### config.mk
export PLATFORM = sky130hd
export DESIGN_NAME = instr_encoder
export DESIGN_NICKNAME = d
export VERILOG_FILES = /design/src/rtl/instr_encoder.sv
export SDC_FILE = /design/constraint.sdc
export NUM_CORES = 1
export LEC_CHECK = 0
export CORE_UTILIZATION = 59
export DETAILED_ROUTE_END_ITERATION = 10
export PLACE_DENSITY = 0.85
export SLEW_MARGIN = 20
export SYNTH_ARGS = -nofsm -noshare
export SYNTH_HDL_FRONTEND = slang
export SYNTH_SLANG_ARGS = --single-unit
### constraint.sdc
create_clock -name clk -period 4.2 [get_ports clk]
set_clock_uncertainty 0.2 [all_clocks]
set_input_delay 0.42 -clock clk [delete_from_list [all_inputs] [get_ports clk]]
set_output_delay 0.42 -clock clk [all_outputs]
set_load 0.005 [all_outputs]
### src/rtl/instr_encoder.sv
// Streaming MIPS instruction encoder: packs symbolic instructions into 32-bit words,
// expands li into lui/ori, and buffers the result in a show-ahead FIFO.
module instr_encoder #(
  parameter int DEPTH = 4
) (
  input  logic        clk,
  input  logic        reset_n,
  input  logic        in_valid,
  output logic        in_ready,
  input  logic [4:0]  in_op,
  input  logic [4:0]  in_rs,
  input  logic [4:0]  in_rt,
  input  logic [4:0]  in_rd,
  input  logic [31:0] in_imm,
  output logic        out_valid,
  input  logic        out_ready,
  output logic [31:0] out_instr,
  output logic        err_illegal,
  output logic [15:0] word_count
);

  localparam int AW = $clog2(DEPTH);
  localparam logic [AW:0] CNT_FULL = (AW+1)'(DEPTH);
  localparam logic [4:0]  OP_LI = 5'd29;

  typedef enum logic {S_ONE, S_LI2} state_t;

  state_t        state, state_nxt;
  logic [31:0]   mem [DEPTH];
  logic [AW-1:0] wr_ptr, rd_ptr;
  logic [AW:0]   count;
  logic          full, accept, illegal, push, pop;
  logic [31:0]   enc_word, push_word;
  logic [4:0]    li_rt;
  logic [15:0]   li_lo;

  function automatic logic [31:0] r_type(input logic [4:0] rs, input logic [4:0] rt,
                                         input logic [4:0] rd, input logic [5:0] funct);
    return {6'h00, rs, rt, rd, 5'd0, funct};
  endfunction

  function automatic logic [31:0] i_type(input logic [5:0] opc, input logic [4:0] rs,
                                         input logic [4:0] rt, input logic [15:0] imm);
    return {opc, rs, rt, imm};
  endfunction

  assign full     = (count == CNT_FULL);
  assign in_ready = (state == S_ONE) && !full;
  assign accept   = in_valid && in_ready;
  assign illegal  = (in_op == 5'd30) || (in_op == 5'd31);
  assign out_valid = (count != '0);
  assign out_instr = mem[rd_ptr];
  assign pop      = out_valid && out_ready;

  // Unused fields are zeroed by construction; nop stays all-zero regardless of inputs.
  always_comb begin
    enc_word = '0;
    case (in_op)
      5'd1:  enc_word = r_type(in_rs, in_rt, in_rd, 6'h20);
      5'd2:  enc_word = r_type(in_rs, in_rt, in_rd, 6'h22);
      5'd3:  enc_word = r_type(in_rs, in_rt, in_rd, 6'h24);
      5'd4:  enc_word = r_type(in_rs, in_rt, in_rd, 6'h25);
      5'd5:  enc_word = r_type(in_rs, in_rt, in_rd, 6'h2A);
      5'd6:  enc_word = r_type(in_rs, in_rt, in_rd, 6'h2B);
      5'd7:  enc_word = r_type(in_rs, 5'd0, 5'd0, 6'h08);
      5'd8:  enc_word = r_type(in_rs, in_rt, 5'd0, 6'h18);
      5'd9:  enc_word = r_type(in_rs, in_rt, 5'd0, 6'h19);
      5'd10: enc_word = r_type(in_rs, in_rt, 5'd0, 6'h1A);
      5'd11: enc_word = r_type(in_rs, in_rt, 5'd0, 6'h1B);
      5'd12: enc_word = r_type(5'd0, 5'd0, in_rd, 6'h10);
      5'd13: enc_word = r_type(5'd0, 5'd0, in_rd, 6'h12);
      5'd14: enc_word = r_type(in_rs, 5'd0, 5'd0, 6'h11);
      5'd15: enc_word = r_type(in_rs, 5'd0, 5'd0, 6'h13);
      5'd16: enc_word = i_type(6'h0D, in_rs, in_rt, in_imm[15:0]);
      5'd17: enc_word = i_type(6'h0F, 5'd0, in_rt, in_imm[15:0]);
      5'd18: enc_word = i_type(6'h08, in_rs, in_rt, in_imm[15:0]);
      5'd19: enc_word = i_type(6'h0C, in_rs, in_rt, in_imm[15:0]);
      5'd20: enc_word = i_type(6'h23, in_rs, in_rt, in_imm[15:0]);
      5'd21: enc_word = i_type(6'h20, in_rs, in_rt, in_imm[15:0]);
      5'd22: enc_word = i_type(6'h21, in_rs, in_rt, in_imm[15:0]);
      5'd23: enc_word = i_type(6'h2B, in_rs, in_rt, in_imm[15:0]);
      5'd24: enc_word = i_type(6'h28, in_rs, in_rt, in_imm[15:0]);
      5'd25: enc_word = i_type(6'h29, in_rs, in_rt, in_imm[15:0]);
      5'd26: enc_word = i_type(6'h04, in_rs, in_rt, in_imm[15:0]);
      5'd27: enc_word = i_type(6'h05, in_rs, in_rt, in_imm[15:0]);
      5'd28: enc_word = {6'h03, in_imm[25:0]};
      5'd29: enc_word = i_type(6'h0F, 5'd0, in_rt, in_imm[31:16]);
      default: enc_word = '0;
    endcase
  end

  // NOTE: every always_comb output gets a default first so no path infers a latch.
  always_comb begin
    state_nxt = state;
    push      = 1'b0;
    push_word = enc_word;
    case (state)
      S_ONE: begin
        if (accept && !illegal) begin
          push = 1'b1;
          if (in_op == OP_LI) state_nxt = S_LI2;
        end
      end
      S_LI2: begin
        if (!full) begin
          push      = 1'b1;
          push_word = i_type(6'h0D, li_rt, li_rt, li_lo);
          state_nxt = S_ONE;
        end
      end
      default: state_nxt = S_ONE;
    endcase
  end

  // NOTE: sequential state uses non-blocking assignments so all registers update together.
  always_ff @(posedge clk or negedge reset_n) begin
    if (!reset_n) begin
      state       <= S_ONE;
      li_rt       <= '0;
      li_lo       <= '0;
      err_illegal <= 1'b0;
      word_count  <= '0;
      wr_ptr      <= '0;
      rd_ptr      <= '0;
      count       <= '0;
    end else begin
      state       <= state_nxt;
      err_illegal <= accept && illegal;
      if (accept && in_op == OP_LI) begin
        li_rt <= in_rt;
        li_lo <= in_imm[15:0];
      end
      if (push) wr_ptr <= wr_ptr + 1'b1;
      if (pop) begin
        rd_ptr     <= rd_ptr + 1'b1;
        word_count <= word_count + 16'd1;
      end
      case ({push, pop})
        2'b10:   count <= count + 1'b1;
        2'b01:   count <= count - 1'b1;
        default: count <= count;
      endcase
    end
  end

  // NOTE: storage is deliberately not reset; count gates visibility, so stale data is never exposed.
  always_ff @(posedge clk) begin
    if (push) mem[wr_ptr] <= push_word;
  end

endmodule

# Yosys cells after proc, flatten, opt, wreduce, memory -nomap -nowiden
# Memories as Yosys holds them, arrays and structs flattened.
# Index checks and enable logic that the tools add are counted.
[totals]
latch_bits = 0
ram_bits = 128
romBits = 0
mem_count = 1
wordCells = 73
inputBits = 56
register_bits = 46
output_inout_bits = 51
[mem_list]
columns = ["name", "depth", "word_bits", "read_ports", "rd_ports_with_merged_regs", "wr", "line", "rtl"]
rows = [
  ["mem", 4, 32, 1, 0, 1, "29", "logic [31:0] mem [DEPTH];"],
]
[classes]
shift = 0
n_reduce_logical = 11
bitwise = 1
eq_ne = 34
addsub = 5
div = 0
magnitude_cmp = 0
mux = 13
multipliers = 0
[ops]
columns = ["cell", "n"]
rows = [
  ["$pmux 32 s29", 1],
  ["$eq 5x5->1 const B", 16],
  ["$mux 32", 2],
  ["$eq 5x4->1 const B", 8],
  ["$eq 5x3->1 const B", 4],
  ["$add 16x1->16 const B", 1],
  ["$eq 5x2->1 const B", 2],
  ["$mux 1", 7],
  ["$logic_and 1x1->1", 6],
  ["$pmux 3 s2", 1],
  ["$eq 5x1->1 const B", 1],
  ["$add 2x1->2 const B", 2],
  ["$pmux 1 s2", 2],
  ["$add 3x1->3 const B", 1],
  ["$eq 3x3->1 const B", 1],
  ["$reduce_bool 3->1", 1],
  ["$sub 3x1->3 const B", 1],
  ["$eq 2x1->1 const B", 1],
  ["$eq 2x2->1 const B", 1],
  ["$logic_not 1->1", 2],
  ["$reduce_bool 2->1", 1],
  ["$logic_or 1x1->1", 1],
  ["$not 1->1", 1],
]

# Longest topological paths before layout
[logic_depth]
ltp_word = 9
mapped_depth = 11
ltp_nobuf = 10

# Least setup slack after synthesis
# No wires, ideal clock.
[synth_timing]
kind = "register to register"
from = "register count[2]"
to = "memory mem[0][0] (enable)"
t_required_ns = 3.609
stages_incl_launch_ff = 5
period_less_slack_ns = 2.511
slack_ns = 1.689
arrival_ns = 1.920
setup_ns = 0.391
path_buffers = 0
path_cell_list = "dfrtp_1 -> nor3b_2 -> or2_2 -> o21ai_2 -> and2_1"
[synth_via]
elab_chain_cells = 9
elab_cells_between_ends = 10
cone_classes = "eq/ne (1); mux (5); reduce/logical (4)"
[synth_lines]
columns = ["element", "line", "rtl"]
rows = [
  ["start: declaration", "31", "logic [AW:0] count;"],
  ["start signal: assignment", "139", "2'b10: count <= count + 1'b1;"],
  ["start signal: assignment", "140", "2'b01: count <= count - 1'b1;"],
  ["start signal: assignment", "141", "default: count <= count;"],
  ["$eq 3x3->1 *", "47", "assign full = (count == CNT_FULL);"],
  ["$logic_not 1->1", "n/a", ""],
  ["$logic_and 1x1->1", "48", "assign in_ready = (state == S_ONE) && !full;"],
  ["$logic_and 1x1->1", "49", "assign accept = in_valid && in_ready;"],
  ["$logic_and 1x1->1", "99", "if (accept && !illegal) begin"],
  ["$mux 1", "99", ""],
  ["$pmux 1 s2 *", "97", "case (state)"],
  ["$mux 1 *", "148", "if (push) mem[wr_ptr] <= push_word;"],
  ["$mux 1 (implied by the code) *", "148", ""],
  ["end: declaration", "29", ""],
]
# Every way passes the cells marked *; elsewhere a longest branch is shown, timed or not.

# Final worst setup path
[layout_timing]
from = "register rd_ptr[0]"
to = "output port out_instr[12]"
[layout_via]
elab_chain_cells = 1
[layout_lines]
columns = ["element", "line", "rtl"]
rows = [
  ["start: declaration", "30", "logic [AW-1:0] wr_ptr, rd_ptr;"],
  ["start signal: assignment", "135", "rd_ptr <= rd_ptr + 1'b1;"],
  ["$mem_v2 4x32", "n/a", ""],
  ["end: declaration", "17", "output logic [31:0] out_instr,"],
]
# Every way passes these cells.

==> metrics.cfg <==
[outcome]
status=finished clean

[power_and_ir_drop]
p_leak_nw=3.36
peakVddDrop_v=0.000387
cellPowerDensity_nw_per_um2=642

[clock_tree]
clockBufferDepth=2
htreeDepth=4
root_buffer=clkbuf_16
cts_setup_buffers=0
cts_buffers=17
cts.sink_count=170
cts_tree=built
insertion_delay_ps=430
clk_pin_slew_ps=60

[hold_path]
hold_class=flip-flop to flip-flop
holdPathStages=1

[routing]
num_vias=4686
drtIter0Drc=474
drt-pass1-iter-count=5
routed_wl_um=16900
viasPerCell=6.04
ant_nets=0
drc=0
wire_per_inst_um=21.8

[placement]
dp.cells=743
io_buffers=105
gp_congestion=0.869
dp.final_hpwl_um=11500

[global_route]
gr-total-overflow=0
grt_max_degree=47
grt_pass1_wl_um=26800
antenna_found_initial=0
grt.total_usage_pct=28.6
grt_pass1_vias=4874

[setup_path]
crit_path_end_kind=output port
critPathKind=flip-flop to output port
worst_ep_required_time_ps=3580
crit_path_max_fanout=13
reg2reg_depth=10
critPathArrivalTime_ps=2500
startpoint_type=flip-flop

[synth]
synthAdderAreaFrac_pct=1.27
synthMuxAreaShare_pct=13.2
synthXorXnorAreaFrac_pct=2.58
synth_top_family_by_area=multiplexers
synth_seq_area_share_pct=65.3
syn_inst=481
syn_avg_cell_area_sq_um=15.5
synth_edf_count=124
async_flop_share_pct=27.1
synth_nets=544
ys_ff_latch=170
synth_compound_area_share_pct=7.74
synth_area_sq_um=7470
synth_warnings=0
synth_cell_type_count=56
synthSimpleGateAreaFrac_pct=7.54
dominantRegCellSynth=edfxtp_1

[floorplanning]
dieArea_sq_um=13100
rows=40
fp.coreArea_sq_um=12200
die_y_um=115
die-width_um=115
io_pins=107
initial_core_util_pct=61.4

[sta]
max_freq_mhz=321
slew_headroom_pct=46.0
setup_viol=0
whs_ps=281
setup_tns_ps=0
hold_viol=0
period_needed_ps=3120
rsz0062_at_grt=no
slew_violations=0
fin_crit_sh_pct=74.3
worst_pin_slew_ps=804

[finish]
fin_nets=658
fin_util_pct=76.2
areaGrowthSynthToFinish_pct=24.1
layout-drive-gt1-share_pct=18.3
antenna_cells=0
fin_cells=776

[job]
drv_cap=0

-- worst max-delay path, stage by stage, from the launching register on --
cell             delay (ps)
dfrtp_2                 650
buf_4                   370
mux4_2                  570
clkdlybuf4s50_1         470
-- area by class of cell --
type,count,area [sq um]
Multi-Input combinational cell,273,2440
Fill cell,720,2890
Inverter,10,37.5
Clock inverter,9,51.3
Clock buffer,23,458
Tap cell,168,210
Sequential cell,170,4880
Timing Repair Buffer,123,1200
-- cell usage after synthesis, types with 3 or more instances --
master	n	area, sq um
a21oi_1	3	15.0
a221o_1	5	50.1
a221oi_1	5	43.8
a22oi_1	22	165
a2bb2oi_1	3	26.3
and2_1	13	81.3
buf_1	3	11.3
buf_2	14	70.1
buf_4	3	22.5
clkbuf_1	8	30.0
dfrtp_1	46	1150
edfxtp_1	124	3720
ha_1	6	75.1
inv_1	10	37.5
mux2_2	23	259
mux4_2	31	698
nand2_1	35	131
nand2b_1	9	56.3
nand3_1	10	50.1
nand4_1	6	37.5
nor2_1	13	48.8
nor3_1	7	35.0
o21ai_0	17	85.1
o21bai_1	5	37.5
xnor2_1	16	140
xor2_1	6	52.6
-- logic make-up after synthesis --
family                     Yosys count
xor gates and xnor gates            22
and+or+nand+nor                    109
other                                1
muxes                               57
AOI/OAI and AO/OA                   77
DFF                                170
adders and majority gates            7
buffers and inverters               38
-- final timing paths --
path | startpoint | endpoint | slack, ps
hold / removal | word_count[15]$_DFFE_PN0P_ | word_count[15]$_DFFE_PN0P_ | 280
max in group asynchronous | reset_n | rd_ptr[0]$_DFFE_PN0P_ | 3020
setup reg to reg | count[0]$_DFFE_PN0P_ | count[2]$_DFFE_PN0P_ | 1410
min in group asynchronous | reset_n | word_count[11]$_DFFE_PN0P_ | 340
setup / recovery | rd_ptr[0]$_DFFE_PN0P_ | out_instr[12] | 1080
hold reg to reg | word_count[15]$_DFFE_PN0P_ | word_count[15]$_DFFE_PN0P_ | 280
-- registers in the layout (all words and copies together), names as in the netlist --
register     count
word_count      16
wr_ptr           2
li_lo           16
count            3
mem            124
state            1
err_illegal      1
li_rt            5
rd_ptr           2
-- through the flow --
step	worst slack (ps)	power, W	area (sq um)
4_1_cts	996	0.00599	9260
3_5_place_dp	939	0.00462	8750
5_1_grt	920	0.00624	9270
2_1_floorplan	1690	0.00366	7470
3_3_place_gp	1050	0.00452	8750
6_report	1080	0.00595	9270
-- metal layers --
metal	GRT usage (%)	up-vias	routed length, um
met5	0	-	0
met4	12.9	0	477
met3	6.72	39	1150
met2	45.5	216	8440
met1	37.9	2343	6850
li1	-	2088	-
-- power by group --
| group | leakage [nW] | switching (W) | internal (W) |
|---|---|---|---|
| clock network | 0.256 | 0.000603 | 0.000765 |
| registers | 1.75 | 0.000254 | 0.00240 |
| logic | 1.36 | 0.000841 | 0.00109 |
-- layout by cell type, fill, tap and decap left out, types with 13 or more instances in the layout --
cell type / n
edfxtp_1: 124
clkdlybuf4s50_1: 104
dfrtp_1: 45
nand2_1: 35
mux4_2: 31
mux2_2: 23
a22oi_1: 22
o21ai_0: 17
clkbuf_16: 17
buf_4: 17
xnor2_1: 16
nor2_1: 13
and2_1: 13
-- timing repair --
item | in CTS | in global routing
resized for setup | 0 | 0
hold buffers | 0 | 1
hold endpoints to repair | 0 | 46
setup endpoints to repair | 0 | 0
No activity file was read; power rests on OpenSTA's default activity.
